`config.mk`:
```
export PLATFORM = sky130hd
export DESIGN_NAME = uart_rx
export DESIGN_NICKNAME = d
export VERILOG_FILES = /design/src/rtl/uart_rx.sv
export SDC_FILE = /design/constraint.sdc
export NUM_CORES = 1
export LEC_CHECK = 0
export CORE_MARGIN = 5
export CORE_UTILIZATION = 54
export CTS_CLUSTER_SIZE = 8
export DETAILED_ROUTE_END_ITERATION = 10
export GPL_TIMING_DRIVEN = 0
export PLACE_DENSITY = 0.76
export SLEW_MARGIN = 20
export SYNTH_ARGS = -nofsm -noshare
export SYNTH_HDL_FRONTEND = slang
export SYNTH_SLANG_ARGS = --single-unit
```
`constraint.sdc`:
```
create_clock -name ref_clk -period 2.85 [get_ports ref_clk]
set_input_delay 0.285 -clock ref_clk [delete_from_list [all_inputs] [get_ports ref_clk]]
set_output_delay 0.285 -clock ref_clk [all_outputs]
set_load 0.01 [all_outputs]
```
`src/rtl/uart_rx.sv`:
```
// UART receiver: start-high/stop-low framing, DIV-times oversampled, centre-sampled, LSB first.
// Byte valid DIV/2+9*DIV+3 cycles after the line rises; rd pops it, and an unread byte causes a drop (overrun) rather than a stall.
module uart_rx #(
    parameter int DIV = 16
) (
    input  logic       ref_clk,
    input  logic       reset,
    input  logic       in,
    input  logic       rd,
    output logic [7:0] data,
    output logic       valid,
    output logic       frame_err,
    output logic       overrun,
    output logic       busy
);
    localparam int CW = (DIV > 1) ? $clog2(DIV) : 1;
    localparam logic [CW-1:0] HALF_LAST = CW'(DIV / 2 - 1);
    localparam logic [CW-1:0] BIT_LAST  = CW'(DIV - 1);

    typedef enum logic [2:0] {IDLE, START, DATA, STOP, BRK} state_t;

    state_t        state;
    logic          s1;
    logic          in_s;
    logic [CW-1:0] cnt;
    logic [2:0]    idx;
    logic [7:0]    sr;
    logic          good;
    logic          take;

    assign good = (state == STOP) && (cnt == BIT_LAST) && !in_s;
    assign take = valid && rd;
    assign busy = (state != IDLE);

    always_ff @(posedge ref_clk) begin
        if (reset) begin
            state     <= IDLE;
            s1        <= 1'b0;
            in_s      <= 1'b0;
            cnt       <= '0;
            idx       <= '0;
            sr        <= '0;
            data      <= '0;
            valid     <= 1'b0;
            frame_err <= 1'b0;
            overrun   <= 1'b0;
        end else begin
            s1        <= in;
            in_s      <= s1;
            frame_err <= 1'b0;

            if (take) begin
                valid   <= 1'b0;
                overrun <= 1'b0;
            end
            // A pop in the completion cycle frees the register for the new byte.
            if (good) begin
                if (valid && !rd) begin
                    overrun <= 1'b1;
                end else begin
                    data  <= sr;
                    valid <= 1'b1;
                end
            end

            case (state)
                IDLE: begin
                    if (in_s) begin
                        state <= START;
                        cnt   <= '0;
                    end
                end
                START: begin
                    if (cnt == HALF_LAST) begin
                        cnt   <= '0;
                        idx   <= '0;
                        state <= in_s ? DATA : IDLE;
                    end else begin
                        cnt <= cnt + CW'(1);
                    end
                end
                DATA: begin
                    if (cnt == BIT_LAST) begin
                        cnt <= '0;
                        sr  <= {in_s, sr[7:1]};
                        idx <= idx + 3'd1;
                        if (idx == 3'd7) begin
                            state <= STOP;
                        end
                    end else begin
                        cnt <= cnt + CW'(1);
                    end
                end
                STOP: begin
                    if (cnt == BIT_LAST) begin
                        cnt <= '0;
                        if (in_s) begin
                            frame_err <= 1'b1;
                            state     <= BRK;
                        end else begin
                            state <= IDLE;
                        end
                    end else begin
                        cnt <= cnt + CW'(1);
                    end
                end
                // A line stuck high must fall before another start bit is accepted.
                BRK: begin
                    if (!in_s) begin
                        state <= IDLE;
                    end
                end
                default: state <= IDLE;
            endcase
        end
    end
endmodule

```
# Yosys cells after proc, flatten, opt, wreduce, memory -nomap -nowiden
# Index checks and enable logic that the tools add are counted.
classes:
  addsub: 2
  n_eq_ne: 13
  n_mux: 23
  bitwise: 3
  n_reduce_logical: 17
ops:
  columns: ["cell", "count"]
  rows:
  - ["2-to-1 mux 3 bit", 9]
  - ["case mux 3 bit (5 select lines)", 1]
  - ["2-to-1 mux 4 bit", 3]
  - ["case mux 4 bit (3 select lines)", 1]
  - ["inequality test 2 bit (second input constant)", 5]
  - ["2-to-1 mux 1 bit", 7]
  - ["equality test 3 x 2 -> 1 bit (second input constant)", 2]
  - ["equality test 3 bit (second input constant)", 2]
  - ["case mux 3 bit (2 select lines)", 1]
  - ["AND reduction 2 bit", 3]
  - ["AND reduction 6 bit", 1]
  - ["nonzero test 3 bit", 2]
  - ["adder 4 x 1 -> 4 bit (second input constant)", 1]
  - ["equality test 4 x 3 -> 1 bit (second input constant)", 1]
  - ["equality test 4 bit (second input constant)", 1]
  - ["logical AND 1 bit", 4]
  - ["adder 3 x 1 -> 3 bit (second input constant)", 1]
  - ["equality test 3 x 1 -> 1 bit (second input constant)", 1]
  - ["zero test 3 bit", 1]
  - ["NOT 1 bit", 3]
  - ["AND reduction 3 bit", 1]
  - ["OR reduction 3 bit", 1]
  - ["zero test 1 bit", 2]
  - ["2-to-1 mux 2 bit", 1]
  - ["other kinds (3)", 3]
totals:
  regBits: 31
  inputBits: 4
  out_inout_bits: 12
  wordCells: 68

# Depth between registers and ports, before layout
# Gate-level depths: netlist of run 1.
logic_depth:
  word_depth: 4
  ltp_mapped: 6
  ltp_nobuf: 5

# Worst setup path after synthesis of run 1
# No wires, ideal clock.
synth_path:
  kind: "register to register"
  start: "reg cnt[0]"
  end: "reg data[3]"
  setup_ps: 128
  arrival_ps: 1455
  required_time_ps: 2722
  path_slack_ps: 1267
  stages_incl_launch_ff: 6
  path_buffers: 0
  period_less_slack_ps: 1583
  path_cell_list: "dfxtp_1 -> ha_1 -> nand4b_4 -> nor3_4 -> mux2i_1 -> nor2_1"
synth_between:
  elab_chain_cells: 4
synth_lines:
  columns: ["item", "line_no", "text"]
  rows:
  - ["from (decl)", "25", "logic [CW-1:0] cnt;"]
  - ["from (signal assigned)", "79", "cnt <= cnt + CW'(1);"]
  - ["from (signal assigned)", "91", "cnt <= cnt + CW'(1);"]
  - ["from (signal assigned)", "104", "cnt <= cnt + CW'(1);"]
  - ["equality test 4 bit", "31", "assign good = (state == STOP) && (cnt == BIT_LAST) && !in_s;"]
  - ["logical AND 1 bit (2 in series)", "31", null]
  - ["AND reduction 2 bit (no line)", null, null]
  - ["to (signal assigned)", "61", "data <= sr;"]
  - ["to (decl)", "10", "output logic [7:0] data,"]
# No other way between the ends.
# A chain may end at the register's enable or synchronous reset.

# Final worst setup path of run 1
layout_path:
  start: "reg state[0]"
  end: "out busy"
layout_between:
  elab_chain_cells: 1
layout_lines:
  columns: ["item", "line_no", "text"]
  rows:
  - ["from (decl)", "22", "state_t state;"]
  - ["from (signal assigned)", "77", "state <= in_s ? DATA : IDLE;"]
  - ["nonzero test 3 bit", "33", "assign busy = (state != IDLE);"]
  - ["to (decl)", "14", "output logic busy"]
# No other way between the ends.

==> flow_summary.json, run 1 <==
{
  "syn_area_per_cell_sq_um": 9.79,
  "core-area_sq_um": 2430,
  "synth_xor_area_share_pct": 0.653,
  "cts_resized": 0,
  "ys_seq_area_share_pct": 46.3,
  "yosysWarnings": 0,
  "start_kind": "register",
  "cp.depth": 3,
  "slowest_stage": "clkdlybuf4s50_1",
  "cts_hold_buffers": 0,
  "met1_usage_pct": 22.2,
  "max_freq_ghz": 0.499,
  "worstPathMaxFanout": 10,
  "cts_max_level": 2,
  "drt-total-wl_microns": 2540,
  "synthAdderAreaFrac_pct": 2.80,
  "rows": 18,
  "final.setup.tns_ps": 0,
  "crit_arrival_ps": 1720,
  "drt_iter0_markers": 20,
  "fin_crit_ps": 2000,
  "grt_pass1_vias": 995,
  "vias_per_cell": 5.24,
  "syn_inst": 137,
  "worstPathCellList": "buf_2 > or3_1 > clkdlybuf4s50_1",
  "rsz0062_at_grt": "false",
  "cts_made_buffers": 5,
  "met3_usage_pct": 5.83,
  "nNetsFinal": 166,
  "setup_viol": 0,
  "wl_per_cell_microns": 13.4,
  "cts_root_buffer": "clkbuf_4",
  "cp-end-kind": "primary output",
  "slew_violations": 0,
  "finalHoldViolations": 0,
  "worst_skew_pair.late_latency_ps": 330,
  "via_count": 996,
  "hold_class": "register to register",
  "ys_types": 38,
  "met2_usage_pct": 25.5,
  "die_area_sq_um": 3580,
  "max-vdd-ir-drop_mv": 0.492,
  "worstSetupPathType": "register to primary output",
  "placed_area_sq_um": 1530,
  "drc": 0,
  "post-route-period-util_pct": 70.3,
  "grt_max_degree": 11,
  "die_w_microns": 59.8,
  "synth_top_family_by_area": "simple AND/OR/NAND/NOR gates",
  "clk_pin_slew_ps": 100,
  "final_layout_size_suffix_gt1_share_pct": 11.3,
  "busiest_layer": "met2",
  "grt_pass1_wl_microns": 4490,
  "design_area_sq_um": 1600,
  "yosys.area_share.simple_pct": 24.3,
  "grt_overflow": 0,
  "diodes": 0,
  "cts_num_sinks": 31,
  "layout_commonest_cell": "dfxtp_1",
  "synth_compound_area_share_pct": 8.30,
  "cts_setup_buffers": 0,
  "fin_util_pct": 65.7,
  "cts_buffer_depth": 2,
  "io_pins": 16,
  "gp_congestion": 0.728,
  "required_ps": 2570,
  "die_h_microns": 59.8,
  "power.density_nw_per_um2": 471,
  "worst_slew_pin_slew_ps": 572,
  "rr_worst_depth": 5,
  "cp_num_buf_inv": 2,
  "path_delay_family": "buffers and inverters",
  "first_pass_iters": 4,
  "fin_worst_skew_ps": 11.0,
  "antenna_found_initial": 0,
  "holdPathStages": 1,
  "syn-num-nets": 144,
  "final_antenna_net_count": 0,
  "initial_core_util_pct": 55.1,
  "muxShareOfSynthArea_pct": 13.4,
  "area_growth_pct": 19.1,
  "drv_cap": 0,
  "outcome": "finished, final reports clean",
  "syn-cell-area_sq_um": 1340,
  "ys_seq_elements": 31,
  "final_cell_mix": "31 x dfxtp_1, 24 x nor2_1, 18 x mux2i_1, 15 x clkdlybuf4s50_1, 7 x a21oi_1",
  "worst_path_largest_cell_delay_ps": 480,
  "groute.usage.overall_pct": 16.7,
  "slew_headroom_pct": 61.6,
  "io_buffer_count": 15,
  "hpwlAfterDp_microns": 1760,
  "p_leak_nw": 0.579,
  "tritoncts": "yes"
}
## final timing paths
path         slack (ps)      end      from
max                 850     busy  state[0]
min                 440     in_s        s1
max reg2reg        1010  data[5]    cnt[0]
min reg2reg         440     in_s        s1
## cell type report
cell class,instances,area [sq um]
inverters,1,3.75
clock buffers,8,68.8
plain buffers,9,52.6
well taps,30,37.5
repair buffers,15,150
flip-flops and latches,31,621
multi-input cells,96,664
fillers,205,835
## cells in the mapped netlist, drive strengths merged
library cell,n,share of area (%)
ha,3,2.8
nand3b,2,1.1
a311oi,1,0.65
o21bai,1,0.56
nand4b,1,1.8
a21oi,7,2.6
nor2b,5,2.3
nor4,1,0.47
or3,1,0.47
a211oi,2,2.1
and4,1,0.65
nand3,1,0.37
nor3b,2,1.1
or4,1,0.56
buf,6,3.1
and2,1,0.47
clkbuf,3,0.84
dfxtp,31,46
inv,1,0.28
or2,2,0.93
nor3,2,1.6
a41oi,1,0.65
or3b,1,0.84
xnor2,1,0.65
nand2,6,1.7
a22oi,1,0.56
o22ai,1,0.47
nor2,24,6.7
nand2b,5,2.3
nand4,2,0.93
mux2i,18,13
o21ai,2,0.75
## through the flow
step	hold WS, ps	worst slack, ps	power (mW)	instances
after floorplan	380	1270	0.460	137
after global placement	421	1030	0.469	182
after detailed placement	431	1020	0.470	182
after CTS	452	839	0.758	190
after global routing	471	795	0.788	190
final	444	848	0.752	190
## registers in the layout, summed over array words and instances, names as in the netlist
name and flops:
frame_err 1, sr 8, valid 1, data 8, idx 3, state 3
in_s 1, cnt 4, overrun 1, s1 1
## power breakdown
| part | internal, mW | switching [mW] | total [mW] |
|---|---|---|---|
| clock network | 0.145 | 0.147 | 0.292 |
| registers | 0.435 | 0.00189 | 0.437 |
| logic | 0.00976 | 0.0132 | 0.0229 |
## layer usage
layer	share of wire [%]	routed length [microns]	vias up
met5	0	0	-
met4	0.39	10	0
met3	3.3	83	2
met2	48	1220	17
met1	48	1220	466
li1	-	-	511
## logic make-up after synthesis
group                    after synthesis
flip-flops                            31
AO/OA/AOI/OAI                         16
adder cells (fa/ha/maj)                3
XOR/XNOR                               1
multiplexers                          18
AND/OR/NAND/NOR                       58
buffers and inverters                 10
## worst register-to-register path, cell delays in order, from the launching register on
cell      delay (ps)
dfxtp_1          380
ha_1             330
nand4b_4         180
nor3_4           500
mux2i_1          260
nor2_1            70
Power figures use the tool's default switching activity.
==> inputs of run 2 (changes only) <==
--- a/config.mk
+++ b/config.mk
@@ -6,11 +6,11 @@
 export NUM_CORES = 1
 export LEC_CHECK = 0
 export CORE_MARGIN = 5
-export CORE_UTILIZATION = 54
+export CORE_UTILIZATION = 48
 export CTS_CLUSTER_SIZE = 8
 export DETAILED_ROUTE_END_ITERATION = 10
 export GPL_TIMING_DRIVEN = 0
-export PLACE_DENSITY = 0.76
+export PLACE_DENSITY = 0.71
 export SLEW_MARGIN = 20
 export SYNTH_ARGS = -nofsm -noshare
 export SYNTH_HDL_FRONTEND = slang
==> constraint.sdc (replaced) <==
create_clock -name ref_clk -period 1.7 [get_ports ref_clk]
set_input_delay 0.17 -clock ref_clk [delete_from_list [all_inputs] [get_ports ref_clk]]
set_output_delay 0.17 -clock ref_clk [all_outputs]
set_load 0.01 [all_outputs]
==> run 2 against run 1 <==
  * Global-route usage shrank 1.3 points
  * Sequential share of layout area down 1.1 points
  * Count of clock-buffer cells in the layout stayed put
  * First-iteration DRC count up 85%
  * Via count grew 5.0%
  * Flip-flop and latch count is the same
  * Utilization decreased by 4.7 points
  * Die area increased by 10%
  * Final cell count rose by 1.6%
  * Sequential power up 68%
==> flow_summary.json, run 2 (synthesis gave the netlist of run 1 again) <==
{
  "grt_pass1_wl_microns": 4860,
  "endpoint": "busy",
  "first_pass_iters": 4,
  "cts_root_buffer": "clkbuf_4",
  "io_pins": 16,
  "final_cell_mix": "28 x dfxtp_1, 24 x nor2_1, 18 x mux2i_1, 14 x clkdlybuf4s50_1, 7 x a21oi_1",
  "nNetsFinal": 168,
  "gp_congestion": 0.771,
  "setup_ws_ps": 91.5,
  "max-vdd-ir-drop_mv": 0.612,
  "hold_class": "input pin to register",
  "diodes": 0,
  "grt_max_degree": 11,
  "max_freq_ghz": 0.622,
  "cp-end-kind": "primary output",
  "outcome": "finished, final reports clean",
  "drc": 0,
  "clk_pin_slew_ps": 100,
  "cts_num_sinks": 31,
  "nFillCells": 253,
  "power.density_nw_per_um2": 762,
  "whs_ps": 411,
  "timing.rr.start": "cnt[0]",
  "r2r_end": "sr[0]",
  "grt_pass1_vias": 1108,
  "met3_usage_pct": 5.22,
  "final.setup.tns_ps": 0,
  "worstSetupStartpoint": "state[0]",
  "cp.depth": 3,
  "placed_area_sq_um": 1530,
  "die_h_microns": 62.9,
  "rr_worst_depth": 6,
  "groute.usage.overall_pct": 15.4,
  "finalHoldViolations": 0,
  "hpwlAfterDp_microns": 1820,
  "met2_usage_pct": 25.3,
  "tritoncts": "yes",
  "drt_iter0_markers": 37,
  "initial_core_util_pct": 49.5,
  "p_leak_nw": 0.593,
  "power.total_mw": 1.26,
  "start_kind": "register",
  "placed_cells": 183,
  "worst_slew_pin_slew_ps": 502,
  "required_ps": 1530,
  "via_count": 1046,
  "setup_viol": 0,
  "path_delay_family": "buffers and inverters",
  "cts_max_level": 2,
  "final_layout_size_suffix_gt1_share_pct": 15.4,
  "vias_per_cell": 5.42,
  "worstSetupPathType": "register to primary output",
  "cts_made_buffers": 5,
  "post-route-period-util_pct": 94.6,
  "cts_buffer_depth": 2,
  "slew_headroom_pct": 66.3,
  "worst_skew_pair.late_latency_ps": 330,
  "core-area_sq_um": 2710,
  "worstPathCellList": "buf_4 > or3_1 > clkdlybuf4s15_1",
  "slew_violations": 0,
  "die_area_sq_um": 3950,
  "crit_arrival_ps": 1440,
  "cts_hold_buffers": 0,
  "grt_overflow": 0,
  "worst_path_largest_cell_delay_ps": 360,
  "fin_cells": 193,
  "fin_worst_skew_ps": 7.90,
  "fin_crit_ps": 1610,
  "layout_commonest_cell": "dfxtp_1",
  "ff2ff_setup_slack_ps": 160,
  "met1_usage_pct": 17.5,
  "die_w_microns": 62.9,
  "top_regs": "data x8, sr x8, cnt x4",
  "area_growth_pct": 23.3,
  "io_buffer_count": 15,
  "worstPathMaxFanout": 10,
  "drv_cap": 0,
  "design_area_sq_um": 1650,
  "slowest_stage": "or3_1",
  "rsz0062_at_grt": "false",
  "cp_num_buf_inv": 2,
  "wl_per_cell_microns": 14.2,
  "busiest_layer": "met2",
  "rows": 19,
  "antenna_found_initial": 0,
  "fin_util_pct": 61.0,
  "final_antenna_net_count": 0,
  "drt-total-wl_microns": 2730,
  "pre_cts_slack_ps": -110
}
[run 2: per-layer routing]
| layer | wire, microns | share of wire (%) | up-vias |
|---|---|---|---|
| li1 | - | - | 520 |
| met1 | 1200 | 44 | 503 |
| met2 | 1360 | 50 | 18 |
| met3 | 109 | 4.0 | 5 |
| met4 | 55 | 2.0 | 0 |
| met5 | 0 | 0 | - |
[run 2: how the worst min path moves through the flow]
| stage | end | from | depth (start not counted) | slack, ps |
|---|---|---|---|---|
| floorplan | overrun | rd | 1 | 260 |
| global placement | in_s | s1 | 1 | 420 |
| detailed placement | in_s | s1 | 1 | 430 |
| CTS | s1 | in | 2 | 400 |
| global route | s1 | in | 2 | 390 |
| finish | s1 | in | 2 | 410 |
[run 2: power breakdown]
part	total (mW)	internal (mW)	switching, mW
registers	0.734	0.730	0.00398
clock network	0.487	0.243	0.244
logic	0.0389	0.0167	0.0222
[run 2: timing repair]
item                       in CTS  in global routing
pin swaps                       1                  0
cloned                          0                  1
setup buffers                   1                  0
setup endpoints to repair      17                  9
resized for setup               2                 10
[run 2: layout make-up]
type / count / area, sq um / share of cell area (%)
buffer: 9 / 55.1 / 3.33
timing repair buffer: 17 / 175 / 10.6
multi-input combinational: 96 / 688 / 41.6
sequential: 31 / 624 / 37.7
inverter: 1 / 3.75 / 0.227
clock buffer: 8 / 68.8 / 4.16
tap: 31 / 38.8 / 2.34
==> inputs of run 3 (changes only) <==
--- a/config.mk
+++ b/config.mk
@@ -5,12 +5,13 @@
 export SDC_FILE = /design/constraint.sdc
 export NUM_CORES = 1
 export LEC_CHECK = 0
+export ABC_AREA = 1
 export CORE_MARGIN = 5
-export CORE_UTILIZATION = 48
+export CORE_UTILIZATION = 57
 export CTS_CLUSTER_SIZE = 8
 export DETAILED_ROUTE_END_ITERATION = 10
 export GPL_TIMING_DRIVEN = 0
-export PLACE_DENSITY = 0.71
+export PLACE_DENSITY = 0.79
 export SLEW_MARGIN = 20
 export SYNTH_ARGS = -nofsm -noshare
 export SYNTH_HDL_FRONTEND = slang
==> constraint.sdc (replaced) <==
create_clock -name ref_clk -period 2 [get_ports ref_clk]
set_input_delay 0.2 -clock ref_clk [delete_from_list [all_inputs] [get_ports ref_clk]]
set_output_delay 0.2 -clock ref_clk [all_outputs]
set_load 0.01 [all_outputs]
==> run 3 against run 2 <==
  * Final cell count is 20% higher
  * Power increased by 21%
  * Setup slack gained 180 ps
  * Combinational power rose to 13 times the previous value
  * Clock power is 35% lower
  * Largest cell class is now registers
  * Synthesized cell count rose by 34%
  * Worst hold slack worse by 190 ps
  * Sequential share of layout area increased by 2.7 points
  * Largest power group unchanged
  * Utilization up 8.3 points
  * Via count increased by 11%
  * Flip-flop and latch count stayed put
  * Global-route usage is 3.5 points higher
  * Critical endpoint unchanged
==> flow_summary.json, run 3 <==
{
  "outcome": "finished, final reports clean",
  "hold_class": "input pin to register",
  "setup_viol": 0,
  "layout_commonest_cell": "nor2_1",
  "switching_share_pct": 36.3,
  "yosys.area.top_type_share_pct": 47.1,
  "cts_setup_buffers": 0,
  "ys_types": 21,
  "worst_slew_pin_slew_ps": 384,
  "pwr-share-comb_pct": 32.0,
  "grt_max_degree": 11,
  "start_kind": "register",
  "fin_worst_skew_ps": 8.87,
  "pre_cts_slack_ps": 446,
  "holdPathEnd": "in_s",
  "ff2ff_setup_slack_ps": 420,
  "syn_inst": 184,
  "design_area_sq_um": 1530,
  "worstSetupPathType": "register to primary output",
  "tritoncts": "yes",
  "path_delay_family": "buffers and inverters",
  "final_layout_size_suffix_gt1_share_pct": 7.84,
  "rows": 17,
  "worst_path_largest_cell_delay_ps": 480,
  "initial_core_util_pct": 59.5,
  "placed_area_sq_um": 1490,
  "slowest_stage": "clkdlybuf4s50_1",
  "hpwlAfterDp_microns": 1930,
  "slew_violations": 0,
  "cts_hold_buffers": 0,
  "cts_made_buffers": 5,
  "p_seq_share_pct": 47.3,
  "drv_cap": 0,
  "cts_buffer_depth": 2,
  "die_area_sq_um": 3370,
  "timing.rr.start": "cnt[0]",
  "drt_iter0_markers": 28,
  "drc": 0,
  "cts_num_sinks": 31,
  "syn-num-nets": 191,
  "worstSetupStartpoint": "state[0]",
  "io_buffer_count": 14,
  "yosysWarnings": 0,
  "area_growth_pct": 16.4,
  "via_count": 1160,
  "yosysTopAreaCell": "dfxtp_1",
  "p_int_mw": 0.975,
  "max_freq_ghz": 0.577,
  "setup_ws_ps": 268,
  "final_cell_mix": "47 x nor2_1, 31 x dfxtp_1, 30 x nand2_1, 20 x inv_1, 19 x o21ai_0",
  "vias_per_cell": 5.00,
  "wl_per_cell_microns": 11.3,
  "io_pins": 16,
  "clk_pin_slew_ps": 80,
  "clkPwrFrac_pct": 20.7,
  "p_leak_nw": 0.718,
  "ys.flop_type": "dfxtp_1",
  "first_pass_iters": 4,
  "fin_crit_ps": 1730,
  "synthArstFlopShare_pct": 0,
  "finalHoldViolations": 0,
  "ys_seq_area_share_pct": 47.1,
  "gp_congestion": 0.837,
  "slew_headroom_pct": 74.4,
  "groute.usage.overall_pct": 18.9,
  "cts_root_buffer": "clkbuf_4",
  "die_w_microns": 58.1,
  "grt_pass1_wl_microns": 4800,
  "cp-end-kind": "primary output",
  "synthTopCellsByArea": "dfxtp_1 47%, nor2_1 13%, nand2_1 8.6%",
  "grt_pass1_vias": 1154,
  "worst_skew_pair.late_latency_ps": 330,
  "syn_area_per_cell_sq_um": 7.15,
  "syn-cell-area_sq_um": 1320,
  "hp-start": "reset",
  "ys_seq_elements": 31,
  "holdPathStages": 2,
  "nNetsFinal": 212,
  "p_switching_mw": 0.555,
  "core-area_sq_um": 2210,
  "drt-total-wl_microns": 2630,
  "cts_resized": 0,
  "rsz0062_at_grt": "false",
  "die_h_microns": 58.1,
  "yosys-top-cells-count": "47 x nor2_1, 31 x dfxtp_1, 30 x nand2_1",
  "cp_num_buf_inv": 1,
  "antenna_found_initial": 0,
  "power.density_nw_per_um2": 998,
  "yosysMostFrequentCell": "nor2_1",
  "worstPathCellList": "nor2_1 > nand2_1 > clkdlybuf4s50_1",
  "grt_overflow": 0,
  "diodes": 0,
  "cts_max_level": 2,
  "worstPathMaxFanout": 6,
  "final_antenna_net_count": 0,
  "top_regs": "data x8, sr x8, cnt x4",
  "final.setup.tns_ps": 0,
  "rr_worst_depth": 8,
  "post-route-period-util_pct": 86.6,
  "power.total_mw": 1.53,
  "max-vdd-ir-drop_mv": 0.681,
  "required_ps": 1800,
  "crit_arrival_ps": 1530,
  "r2r_end": "data[1]",
  "synth-edff-count": 0
}
run 3: cell count changes after synthesis, sizes merged, moves of 4 or more:
cell | before | now
o21ai | 2 | 20
nand2b | 5 | 0
mux2i | 18 | 0
buf | 6 | 1
inv | 1 | 23
nand3 | 1 | 5
nor2 | 24 | 51
a21oi | 7 | 11
nor2b | 5 | 0
nand2 | 6 | 32
run 3: worst reg2reg max path: stages (launching register included):
cell     delay, ps
dfxtp_1        370
ha_1           220
nand3_2        160
nor2_1         150
nand2_2        100
nor2_4         190
inv_2          120
nor2_1         110
nor2_1          50
run 3: worst max-delay path by stage:
stage,end,slack (ps),cells after the start
final,busy,270,3
after global routing,busy,170,3
after CTS,busy,250,3
after detailed placement,data[3],450,8
after global placement,data[0],470,8
after floorplan,data[0],670,8
run 3: cell type report:
cell class,instances,area (sq um)
multi-input combinational,127,597
tap,28,35.0
buffer,3,12.5
timing repair buffer,14,140
clock buffer,6,41.3
fill,187,679
sequential,31,621
inverter,23,86.3
run 3: kinds of logic after synthesis:
logic type / after synthesis / share of synthesized area (%)
DFF: 31 / 47.1
buffers and inverters: 26 / 7.51
AOI/OAI and AO/OA: 34 / 13.5
adders and majority gates: 3 / 2.85
xor gates and xnor gates: 1 / 0.666
and+or+nand+nor: 89 / 28.3
run 3: layer usage:
metal  GRT usage (%)  part of all wire, %  vias up
li1                -                    -      619
met1            20.4                   44      513
met2            31.1                   49       19
met3            7.80                  4.3        9
met4            10.3                  2.6        0
met5               0                    0        -
run 3: metrics by stage:
step / std cells / util (%) / hold slack [ps]
after floorplan: 184 / - / 307
after global placement: 226 / 67.4 / 402
after CTS: 232 / 69.3 / 218
after detailed placement: 226 / 67.4 / 404
after global routing: 232 / 69.3 / 261
final: 232 / 69.3 / 223
run 3: power groups by stage:
stage / combinational, mW / clock [mW] / sequential, mW
2_1_floorplan: 0.379 / 0 / 0.726
3_3_place_gp: 0.468 / 0 / 0.736
3_5_place_dp: 0.486 / 0 / 0.738
4_1_cts: 0.489 / 0.327 / 0.724
5_1_grt: 0.571 / 0.359 / 0.732
6_report: 0.489 / 0.317 / 0.724
